### src/rtl/octopos_mailbox_fifo_n.sv
// Mailbox FIFO with a fixed-side writer and one delegable reader channel at a time.
// Reader ownership is granted with a pop quota and returns to NONE on exhaustion or revoke.
module octopos_mailbox_fifo_n #(
    parameter  int DATA_WIDTH = 32,
    parameter  int DEPTH      = 16,
    parameter  int N_CH       = 3,
    parameter  int QUOTA_W    = 8,
    localparam int OWNER_W    = $clog2(N_CH + 1),
    localparam int CNT_W      = $clog2(DEPTH + 1)
) (
    input  logic                  clk,
    input  logic                  resetn,
    input  logic                  wr_valid,
    input  logic [DATA_WIDTH-1:0] wr_data,
    output logic                  wr_ready,
    output logic [N_CH-1:0]       rd_valid,
    input  logic [N_CH-1:0]       rd_ready,
    output logic [DATA_WIDTH-1:0] rd_data,
    input  logic                  deleg_valid,
    input  logic [OWNER_W-1:0]    deleg_owner,
    input  logic [QUOTA_W-1:0]    deleg_quota,
    input  logic                  revoke,
    output logic                  deleg_ack,
    output logic                  deleg_err,
    output logic [CNT_W-1:0]      count,
    output logic [OWNER_W-1:0]    owner,
    output logic [QUOTA_W-1:0]    quota_left,
    output logic [N_CH-1:0]       irq,
    output logic                  irq_fixed
);
    localparam int AW = $clog2(DEPTH);
    localparam logic [OWNER_W-1:0] OWNER_NONE = OWNER_W'(N_CH);

    logic [DATA_WIDTH-1:0] r_mem [DEPTH];
    logic [AW-1:0]         r_wr_ptr;
    logic [AW-1:0]         r_rd_ptr;
    logic [CNT_W-1:0]      r_count;
    logic [OWNER_W-1:0]    r_owner;
    logic [QUOTA_W-1:0]    r_quota;
    logic                  r_ack;
    logic                  r_err;
    logic                  r_irq_fixed;

    logic                  w_full;
    logic                  w_empty;
    logic                  w_push;
    logic                  w_pop;
    logic                  w_deleg_ok;
    logic [N_CH-1:0]       w_rd_valid;

    always_comb begin
        w_full  = (r_count == CNT_W'(DEPTH));
        w_empty = (r_count == '0);
        w_push  = wr_valid && !w_full;
        w_rd_valid = '0;
        for (int unsigned i = 0; i < N_CH; i++) begin
            w_rd_valid[i] = resetn && !w_empty && (r_owner == OWNER_W'(i));
        end
        // Only the owner's bit can be set, so stray rd_ready from others never pops.
        w_pop      = |(w_rd_valid & rd_ready);
        w_deleg_ok = deleg_valid && !revoke && (r_owner == OWNER_NONE)
                     && (deleg_owner < OWNER_W'(N_CH)) && (deleg_quota != '0);
    end

    always_ff @(posedge clk) begin
        if (w_push && resetn) begin
            r_mem[r_wr_ptr] <= wr_data;
        end
    end

    always_ff @(posedge clk) begin
        if (!resetn) begin
            r_wr_ptr    <= '0;
            r_rd_ptr    <= '0;
            r_count     <= '0;
            r_owner     <= OWNER_NONE;
            r_quota     <= '0;
            r_ack       <= 1'b0;
            r_err       <= 1'b0;
            r_irq_fixed <= 1'b0;
        end else begin
            if (w_push) r_wr_ptr <= r_wr_ptr + 1'b1;
            if (w_pop)  r_rd_ptr <= r_rd_ptr + 1'b1;
            case ({w_push, w_pop})
                2'b10:   r_count <= r_count + 1'b1;
                2'b01:   r_count <= r_count - 1'b1;
                default: r_count <= r_count;
            endcase
            r_ack       <= w_deleg_ok;
            r_err       <= deleg_valid && !w_deleg_ok;
            r_irq_fixed <= w_pop && (r_quota == QUOTA_W'(1)) && !revoke;
            // Revoke overrides both delegation and quota bookkeeping of a coincident pop.
            if (revoke) begin
                r_owner <= OWNER_NONE;
                r_quota <= '0;
            end else if (w_deleg_ok) begin
                r_owner <= deleg_owner;
                r_quota <= deleg_quota;
            end else if (w_pop) begin
                r_quota <= r_quota - 1'b1;
                if (r_quota == QUOTA_W'(1)) r_owner <= OWNER_NONE;
            end
        end
    end

    assign wr_ready   = !resetn || !w_full;
    assign rd_valid   = w_rd_valid;
    assign irq        = w_rd_valid;
    assign rd_data    = (resetn && !w_empty) ? r_mem[r_rd_ptr] : '0;
    assign deleg_ack  = r_ack;
    assign deleg_err  = r_err;
    assign irq_fixed  = r_irq_fixed;
    assign count      = r_count;
    assign owner      = r_owner;
    assign quota_left = r_quota;
endmodule

### config.mk
export PLATFORM = sky130hd
export DESIGN_NAME = octopos_mailbox_fifo_n
export DESIGN_NICKNAME = d
export VERILOG_FILES = /design/src/rtl/octopos_mailbox_fifo_n.sv
export SDC_FILE = /design/constraint.sdc
export NUM_CORES = 1
export LEC_CHECK = 0
export BUFFER_PORTS_ARGS = -buffer_cell sky130_fd_sc_hd__buf_2
export CORE_ASPECT_RATIO = 0.75
export CORE_MARGIN = 5
export CORE_UTILIZATION = 55
export DETAILED_ROUTE_END_ITERATION = 10
export PLACE_DENSITY = 0.76
export SYNTH_ARGS = -nofsm -noshare
export SYNTH_HDL_FRONTEND = slang
export SYNTH_SLANG_ARGS = --single-unit
### constraint.sdc
create_clock -name clk -period 4.55 [get_ports clk]
set_input_delay 0.91 -clock clk [delete_from_list [all_inputs] [get_ports clk]]
set_output_delay 0.91 -clock clk [all_outputs]
set_load 0.005 [all_outputs]
==> metrics, run 1 <==
CP Class flip-flop to primary output; global-route wire length before repair about 69000 microns; Static Leakage ~0.0075 uW; Crit path depth 5; all-layer global routing usage 22.3%; First-pass DRT Iterations 5; Final TNS setup 0 ns; crit-path max cell delay between 0.6 and 0.7 ns; Routed WL between 40000 and 50000 microns; Worst Hold Endpoint r_rd_ptr[3]; area fraction in and, or, nand and nor cells after synthesis 3.41%; R2R Setup Slk approximately 1.6 ns; final instance area around 24000 sq um; hold path depth 1; cells after synthesis approximately 1000; DRC 0; WP data required 3.64 ns; clock sink count ~540; Fin. Hold Viols 0; Synth cell types 46; FFs w/ async S/R, synth 0%; Least-Margin Pin Slew about 0.81 ns; die height approximately 180 microns; DP HPWL roughly 26000 microns; Cell Area, Synth 20800 sq um; Final min period 3.87 ns; combinational power share under 10%; Sw Pwr between 1500 and 2000 uW; CTS H-tree lvls 2; Worst R2R Path Depth 11; Post-DP Area roughly 22000 sq um; adder-cell share of the synthesized area 0.662%; Final Cycle Share 85.1%; cell accounting for the most synthesized area edfxtp_1; largest net degree at the start of global routing 50; layout cells sized above 1 31.1%; Max-slew headroom 46.0%; crit start category flip-flop; area occupied by multi-input gates 4640 sq um; initial antenna violation count 1; Root Driver clkbuf_16; Resized Gates After CTS 0; syn nets 1057; layout net count ~1200; Post-CTS Setup Bufs 0; worst-case clock buffer depth 3; Vias around 11000; Worst-path clk slew about 0.060 ns; Synth Area in XOR/XNOR less than 1%; main combinational cell family by area after synthesis multiplexers; Synth top cells by count edfxtp_1 (512), mux4_2 (128), o22ai_1 (65), nor3_1 (42), clkbuf_1 (34); Final Max Slew Viols 0; Routed wire per std cell approximately 28 microns; worst hold start r_rd_ptr[3]; register area share after synthesis between 70% and 80%; slowest CP cell dfxtp_4; CTS tree built; PwrDens between 400 and 500 nW/um^2; global placement routability congestion around 0.82; vias in the first global route 10719; row count between 60 and 70; Worst R2R Start count[1]; peak supply drop between 0.0003 and 0.0004 V; vias per std cell between 6 and 7; fin util between 60% and 70%; count leader, synth edfxtp_1; Initial Util a little under three fifths; RSZ-0062 raised after global routing false; Hold Crit Class flip-flop to flip-flop; switching portion of total power 19.6%; top cell family by delay on the critical path flip-flops; Post-synth EDFFs 512; post-synthesis compound-gate area fraction between 3 and 4%; Max FO, Critical Path 25; CP Capture Type primary output; P_int between 7000 and 8000 uW; Mapped Avg Cell Area around 21 sq um; Yosys reg bits 542; critical path data arrival time slightly below 3 ns; Synth area leaders edfxtp_1 (74%), mux4_2 (14%), dfxtp_1 (2.9%); I/O pin cnt 107; Reg power frac between 50% and 60%; gr ovfl total 0; top_reg_cell synth edfxtp_1; Fmax approximately 260 MHz; clock network power share between 40% and 50%; FF-to-FF End count[4]; FF+latch area roughly 16000 sq um; mux cell area share after synthesis 14.1%; Die Footprint ~42000 sq um; Ant. Diodes 0; final setup violation count 0; CTS buffer count 50; worst clock skew around 0.013 ns; # hold bufs at CTS 0; max cap viols 0; CP Cell Sequence buf_4 -> mux4_2 -> o22ai_1 -> nor3_1 -> buf_2; first-iteration detailed-routing DRC count about 1200; share of the synthesized area in the top cell type between 70 and 80%; Clk Latency, worst-skew pair 0.57 ns; Layout area overhead 14.4%; fill count 2445; status complete, no violations; die width 234 microns; Synth warnings 0; Core Footprint ~37000 sq um; Port Buffers ~110; CP Buf/Inv Count 2; Antenna Nets Post-Route 0
==> flip-flops by register name, indices dropped and copies added (netlist names), named ones only <==
register    count
count           5
r_rd_ptr        4
deleg_err       1
owner           2
irq_fixed       1
quota_left      8
r_mem         512
r_wr_ptr        4
deleg_ack       1
==> power by group through the flow <==
stage | logic [uW] | clock network [uW] | registers [uW]
after global placement | 271 | 0 | 5610
after CTS | 283 | 4210 | 5510
after floorplan | 120 | 0 | 5610
after detailed placement | 283 | 0 | 5620
after global routing | 307 | 4430 | 5510
final | 283 | 4130 | 5510
==> placed cells by master (no fill, tap or decap), types with 8 or more instances in the layout <==
master     netlist  final
a21oi_1         10     10
buf_2           16    106
buf_4            3     27
clkbuf_1        34     11
clkbuf_16        0     51
clkinv_1         0     14
dfxtp_1         30     27
edfxtp_1       512    512
ha_1            11     11
mux4_2         128    128
nand2_1         13     12
nand3_1         10     10
nor2_1          22     10
nor2_4           0     12
nor3_1          42     38
o21ai_0          8      8
o22ai_1         65     65
==> kinds of logic after synthesis <==
family | count (synthesis)
XOR/XNOR | 12
multiplexers | 133
adder cells (fa/ha/maj) | 11
AO/OA/AOI/OAI | 99
flip-flops | 542
AND/OR/NAND/NOR | 133
buffers and inverters | 66
==> per-layer routing <==
| metal | up-vias | GRT usage, % | part of all wire [%] |
|---|---|---|---|
| met2 | 498 | 35.4 | 48 |
| met3 | 54 | 4.47 | 8.1 |
| met1 | 5537 | 33.2 | 42 |
| met5 | - | 0 | 0.026 |
| li1 | 4441 | - | - |
| met4 | 2 | 4.50 | 1.7 |
==> metrics by stage <==
step                hold WS [ns]  power [uW]  std cells  setup slack (ns)
floorplan                  0.427        5730        996             0.255
global placement           0.441        5890       1580              1.31
CTS                        0.476       10000       1672             0.639
global route               0.510       10200       1672             0.502
detailed placement         0.466        5900       1580              1.27
finish                     0.466        9930       1672             0.679
==> worst reg2reg max path, delay by kind of cell (launching register included) <==
kind                     cells  cell delay (ns)
AO/OA/AOI/OAI                4             0.76
XOR/XNOR                     1             0.19
adder cells (fa/ha/maj)      2             0.54
flip-flops                   1             0.40
AND/OR/NAND/NOR              4             0.96
==> worst max-delay path by stage <==
stage	slack, ns	to
finish	0.68	rd_data[31]
detailed placement	1.27	count[4]
global placement	1.31	rd_data[5]
CTS	0.64	rd_data[31]
global route	0.50	rd_data[31]
floorplan	0.25	r_mem[0][0]
==> cell type report <==
type | count | share of cell area (%)
flip-flops and latches | 542 | 67.3
multi-input cells | 388 | 19.5
clock buffers | 62 | 5.54
repair buffers | 140 | 3.67
well taps | 504 | 2.65
clock inverters | 30 | 1.25
inverters | 6 | 0.0948
(Power assumes the default switching activity.)
==> run 2, diff against run 1 <==
--- a/config.mk
+++ b/config.mk
@@ -11,6 +11,7 @@
 export CORE_UTILIZATION = 55
 export DETAILED_ROUTE_END_ITERATION = 10
 export PLACE_DENSITY = 0.76
+export RECOVER_POWER = 50
 export SYNTH_ARGS = -nofsm -noshare
 export SYNTH_HDL_FRONTEND = slang
 export SYNTH_SLANG_ARGS = --single-unit
==> constraint.sdc (replaced) <==
create_clock -name clk -period 4.55 [get_ports clk]
set_input_delay 0.455 -clock clk [delete_from_list [all_inputs] [get_ports clk]]
set_output_delay 0.455 -clock clk [all_outputs]
set_load 0.005 [all_outputs]
==> metrics, run 2 (synthesized netlist as in run 1, its figures left out) <==
Fin. Hold Viols 0; combinational power share 2.9%; Final TNS setup 0 ns; Sw Pwr between 1500 and 2000 uW; die width ~230 microns; Worst R2R Start owner[0]; WP data required around 4.1 ns; Resized Gates After CTS 0; initial antenna violation count 0; layout net count 1171; total power draw between 9000 and 10000 uW; largest net degree at the start of global routing 74; Core Footprint ~37000 sq um; Port Buffers 106; Final Cycle Share around 80%; vias in the first global route ~11000; Clk Latency, worst-skew pair 0.58 ns; CTS buffer count 49; Layout area overhead 12.9%; first-iteration detailed-routing DRC count roughly 1300; Reg power frac between 50% and 60%; Post-CTS Setup Bufs 0; DP HPWL around 26000 microns; Fmax ~280 MHz; CTS H-tree lvls 2; # hold bufs at CTS 0; critical path data arrival time just over 3 ns; global-route wire length before repair 68000 microns; gr ovfl total 0; PwrDens ~420 nW/um^2; die height between 150 and 200 microns; Final min period around 3.5 ns; worst-case clock buffer depth 3; crit start category flip-flop; worst clock skew slightly above 0.02 ns; Max FO, Critical Path 36; R2R Setup Slk 1.02 ns; I/O pin cnt ~110; Die Footprint 41800 sq um; CP Class flip-flop to primary output; Static Leakage about 0.0073 uW; CP Buf/Inv Count 1; top cell family by delay on the critical path simple AND/OR/NAND/NOR gates; Worst-path clk slew about 0.070 ns; clock network power share approximately two fifths; clock sink count between 500 and 600; crit-path max cell delay 0.86 ns; max FFs per register roughly 510; Routed wire per std cell roughly 27 microns; CP Capture Type primary output; Antenna Nets Post-Route 0; FF-to-FF End count[2]; P_int between 7000 and 8000 uW; Initial Util approximately 56%; DRC 0; Max-slew headroom between 20 and 25%; Vias 10370; First-pass DRT Iterations 6; Ant. Diodes 0; Worst R2R Path Depth 10; Routed WL between 40000 and 50000 microns; CP Cell Sequence or2_2 -> o22ai_1 -> nor3_1 -> buf_2; largest reg by FF count r_mem; peak supply drop a little over 0.0005 V; max cap viols 0; Worst Hold Endpoint owner[1]; Final Max Slew Viols 0; global placement routability congestion 0.797; all-layer global routing usage between 20% and 30%; switching portion of total power around a fifth; Hold Crit Class input port to flip-flop; most frequent cells in the layout edfxtp_1 (512), mux4_2 (128), buf_2 (66); most common cell after layout, fill and taps aside edfxtp_1; CTS tree built; worst hold start deleg_owner[1]; status complete, no violations; final setup violation count 0; slowest CP cell dfxtp_4; Least-Margin Pin Slew 1.17 ns; hold path depth 3; Root Driver clkbuf_16; layout cells sized above 1 26.6%; RSZ-0062 raised after global routing false; row count about 60; vias per std cell 6.27
-- run 2: cell count changes in the layout (fill, tap and decap cells not counted), moves of 2 or more --
cell and change:
and2_0 +3, buf_2 -40, bufinv_16 -3, clkinv_2 +6
buf_4 -14, and2_1 -2, buf_12 -4, clkbuf_8 +2
clkbuf_1 +42, clkinv_1 -6
-- run 2: worst register-to-register path, stage by stage (launching register included) --
cell	delay, ns
dfxtp_1	0.46
mux2i_1	0.11
o21ai_0	0.55
and2_0	0.72
ha_1	0.50
xor2_1	0.20
ha_1	0.21
a21oi_1	0.06
xor2_1	0.16
or3_1	0.31
a21boi_0	0.16
-- run 2: layer usage --
metal | track usage (%) | vias up | share of wire (%)
met5 | 0 | - | 0
met4 | 4.13 | 0 | 1.4
met1 | 34.0 | 5420 | 42
met2 | 33.9 | 501 | 47
met3 | 4.93 | 49 | 9.1
li1 | - | 4400 | -
-- run 2: power groups by stage --
| stage | combinational, uW | clock (uW) | sequential [uW] |
|---|---|---|---|
| after floorplan | 120 | 0 | 5610 |
| after global placement | 273 | 0 | 5610 |
| after detailed placement | 284 | 0 | 5620 |
| after CTS | 286 | 4060 | 5510 |
| after global routing | 301 | 4300 | 5510 |
| final | 279 | 4010 | 5510 |
-- run 2: worst max path at each step --
stage / end / slack, ns / cells past startpoint
finish: rd_data[29] / 1.01 / 4
global placement: rd_data[30] / 1.60 / 4
floorplan: r_mem[0][0] / 0.60 / 5
global route: count[4] / 0.66 / 11
CTS: rd_data[26] / 0.97 / 4
detailed placement: count[2] / 1.53 / 10
-- run 2: layout make-up --
| cell class | instances | area, sq um |
|---|---|---|
| Clock inverter | 25 | 198 |
| Inverter | 6 | 22.5 |
| Fill cell | 2503 | 13700 |
| Clock buffer | 65 | 1350 |
| Timing Repair Buffer | 123 | 642 |
| Multi-Input combinational cell | 388 | 4630 |
| Sequential cell | 542 | 16000 |
| Tap cell | 504 | 631 |
-- run 2: per-stage QoR --
stage / cell area [sq um] / instances / worst slack, ns / hold slack, ns / utilization, %
2_1_floorplan: 20800 / 996 / 0.604 / 0.427 / -
3_3_place_gp: 22000 / 1563 / 1.60 / 0.443 / 59.1
3_5_place_dp: 22000 / 1563 / 1.53 / 0.455 / 59.1
4_1_cts: 23500 / 1653 / 0.967 / 0.110 / 63.3
5_1_grt: 23500 / 1653 / 0.664 / 0.142 / 63.1
6_report: 23500 / 1653 / 1.01 / 0.152 / 63.1
==> run 3, diff against run 2 <==
--- a/config.mk
+++ b/config.mk
@@ -8,9 +8,9 @@
 export BUFFER_PORTS_ARGS = -buffer_cell sky130_fd_sc_hd__buf_2
 export CORE_ASPECT_RATIO = 0.75
 export CORE_MARGIN = 5
-export CORE_UTILIZATION = 55
+export CORE_UTILIZATION = 60
 export DETAILED_ROUTE_END_ITERATION = 10
-export PLACE_DENSITY = 0.76
+export PLACE_DENSITY = 0.78
 export RECOVER_POWER = 50
 export SYNTH_ARGS = -nofsm -noshare
 export SYNTH_HDL_FRONTEND = slang
==> constraint.sdc (replaced) <==
create_clock -name clk -period 3.36 [get_ports clk]
set_input_delay 0.336 -clock clk [delete_from_list [all_inputs] [get_ports clk]]
set_output_delay 0.336 -clock clk [all_outputs]
set_load 0.005 [all_outputs]
==> metrics, run 3 (synthesized netlist as in run 1, its figures left out) <==
status complete, no violations; global-route wire length before repair a little under 70000 microns; all-layer global routing usage 23.9%; Max FO, Critical Path 12; CTS tree built; Routed WL about 46000 microns; I/O pin cnt about 110; RSZ-0062 raised after global routing false; layout cells sized above 1 27.6%; crit start category flip-flop; Hold Crit Class input port to flip-flop; Post-CTS Setup Bufs 0; first-iteration detailed-routing DRC count roughly 1200; final setup violation count 0; Final Max Slew Viols 0; WP data required between 3 and 4 ns; peak supply drop between 0.0004 and 0.0005 V; max FFs per register about 500; Vias around 11000; gr ovfl total 0; Worst R2R Path Depth 10; Routed wire per std cell 28.1 microns; Worst-path clk slew ~0.060 ns; Max-slew headroom between 50% and 60%; most frequent cells in the layout edfxtp_1 (512), mux4_2 (128), o22ai_1 (65), buf_2 (65); Layout area overhead 13.7%; Resized Gates After CTS 0; CP Class flip-flop to flip-flop; vias per std cell roughly 6.5; Worst R2R Start count[1]; CP Capture Type flip-flop; R2R Setup Slk about 0.26 ns; PwrDens 554 nW/um^2; most common cell after layout, fill and taps aside edfxtp_1; Die Footprint roughly 38000 sq um; die height 171 microns; Initial Util between 60% and 70%; worst clock skew about 0.016 ns; CTS buffer count 49; initial antenna violation count 1; Post-DP Area roughly 22000 sq um; FF-to-FF End count[2]; die width ~220 microns; DP HPWL between 20000 and 25000 microns; vias in the first global route 10854; Static Leakage 0.00733 uW; Ant. Diodes 0; Fmax between 300 and 400 MHz; final instance area 23600 sq um; critical path data arrival time about 3.6 ns; # hold bufs at CTS 0; Worst Hold Endpoint quota_left[6]; Port Buffers 106; Clk Latency, worst-skew pair approximately 0.56 ns; Least-Margin Pin Slew 0.715 ns; clock sink count roughly 540; Final TNS setup 0 ns; worst-case clock buffer depth 3; largest reg by FF count r_mem; max cap viols 0; worst hold start deleg_quota[6]; Root Driver clkbuf_16; fill count between 2000 and 2500; DRC 0; Fin. Hold Viols 0; hold path depth 3; Final min period 3.10 ns; Core Footprint ~34000 sq um; Antenna Nets Post-Route 0; CTS H-tree lvls 2; global placement routability congestion about 0.8; First-pass DRT Iterations 5; Final Cycle Share 92.3%; largest net degree at the start of global routing 53; layout net count between 1000 and 1500; row count 59
==> run 3: how the worst max path moves through the flow <==
stage	from	endpoint	slack [ns]	cells past startpoint
2_1_floorplan	count[2]	r_mem[12][0]	0.26	5
3_3_place_gp	count[1]	count[4]	0.48	11
3_5_place_dp	count[1]	count[2]	0.35	10
4_1_cts	flip-flop	rd_data[31]	0.25	5
5_1_grt	count[1]	count[2]	0.12	10
6_report	count[1]	count[2]	0.26	10
==> run 3: final cells by class <==
class	instances	area, sq um	area share [%]
flip-flops and latches	542	16000	67.6
multi-input cells	388	4660	19.7
clock buffers	59	1290	5.48
repair buffers	141	901	3.81
well taps	457	572	2.42
clock inverters	30	200	0.847
inverters	6	22.5	0.0953
==> run 3: layer usage <==
metal | track usage, % | part of all wire [%] | vias up | routed length, microns
met1 | 34.1 | 39 | 5488 | 17900
met3 | 4.81 | 8.7 | 73 | 3960
met5 | 0 | 0.035 | - | 16
li1 | - | - | 4438 | -
met4 | 5.42 | 2.0 | 2 | 918
met2 | 39.4 | 50 | 602 | 22700
==> run 3: through the flow <==
| stage | setup slack (ns) | utilization, % | hold WS (ns) | power (uW) | std cells |
|---|---|---|---|---|---|
| after floorplan | 0.263 | - | 0.427 | 7760 | 996 |
| after global placement | 0.476 | 64.4 | 0.445 | 7950 | 1534 |
| after detailed placement | 0.354 | 64.4 | 0.451 | 7970 | 1534 |
| after CTS | 0.251 | 68.7 | 0.0117 | 13100 | 1623 |
| after global routing | 0.117 | 68.6 | 0.0408 | 13500 | 1623 |
| final | 0.258 | 68.6 | 0.0352 | 13100 | 1623 |
==> run 3: worst max-delay path, cell delays in order (launching register included) <==
cell and delay, ns:
dfxtp_1 0.40, or4_1 0.61, o21a_1 0.29, and2_4 0.22, ha_1 0.31, xor2_1 0.19
ha_1 0.22, a21oi_1 0.16, xor2_1 0.09, or3_1 0.32, a21boi_0 0.20
==> run 3: where the power goes <==
part	internal [uW]	switching, uW	leakage [uW]	total, uW
sequential	7440	26.5	0.00486	7460
combinational	118	240	0.00173	357
clock	2900	2360	0.000746	5260
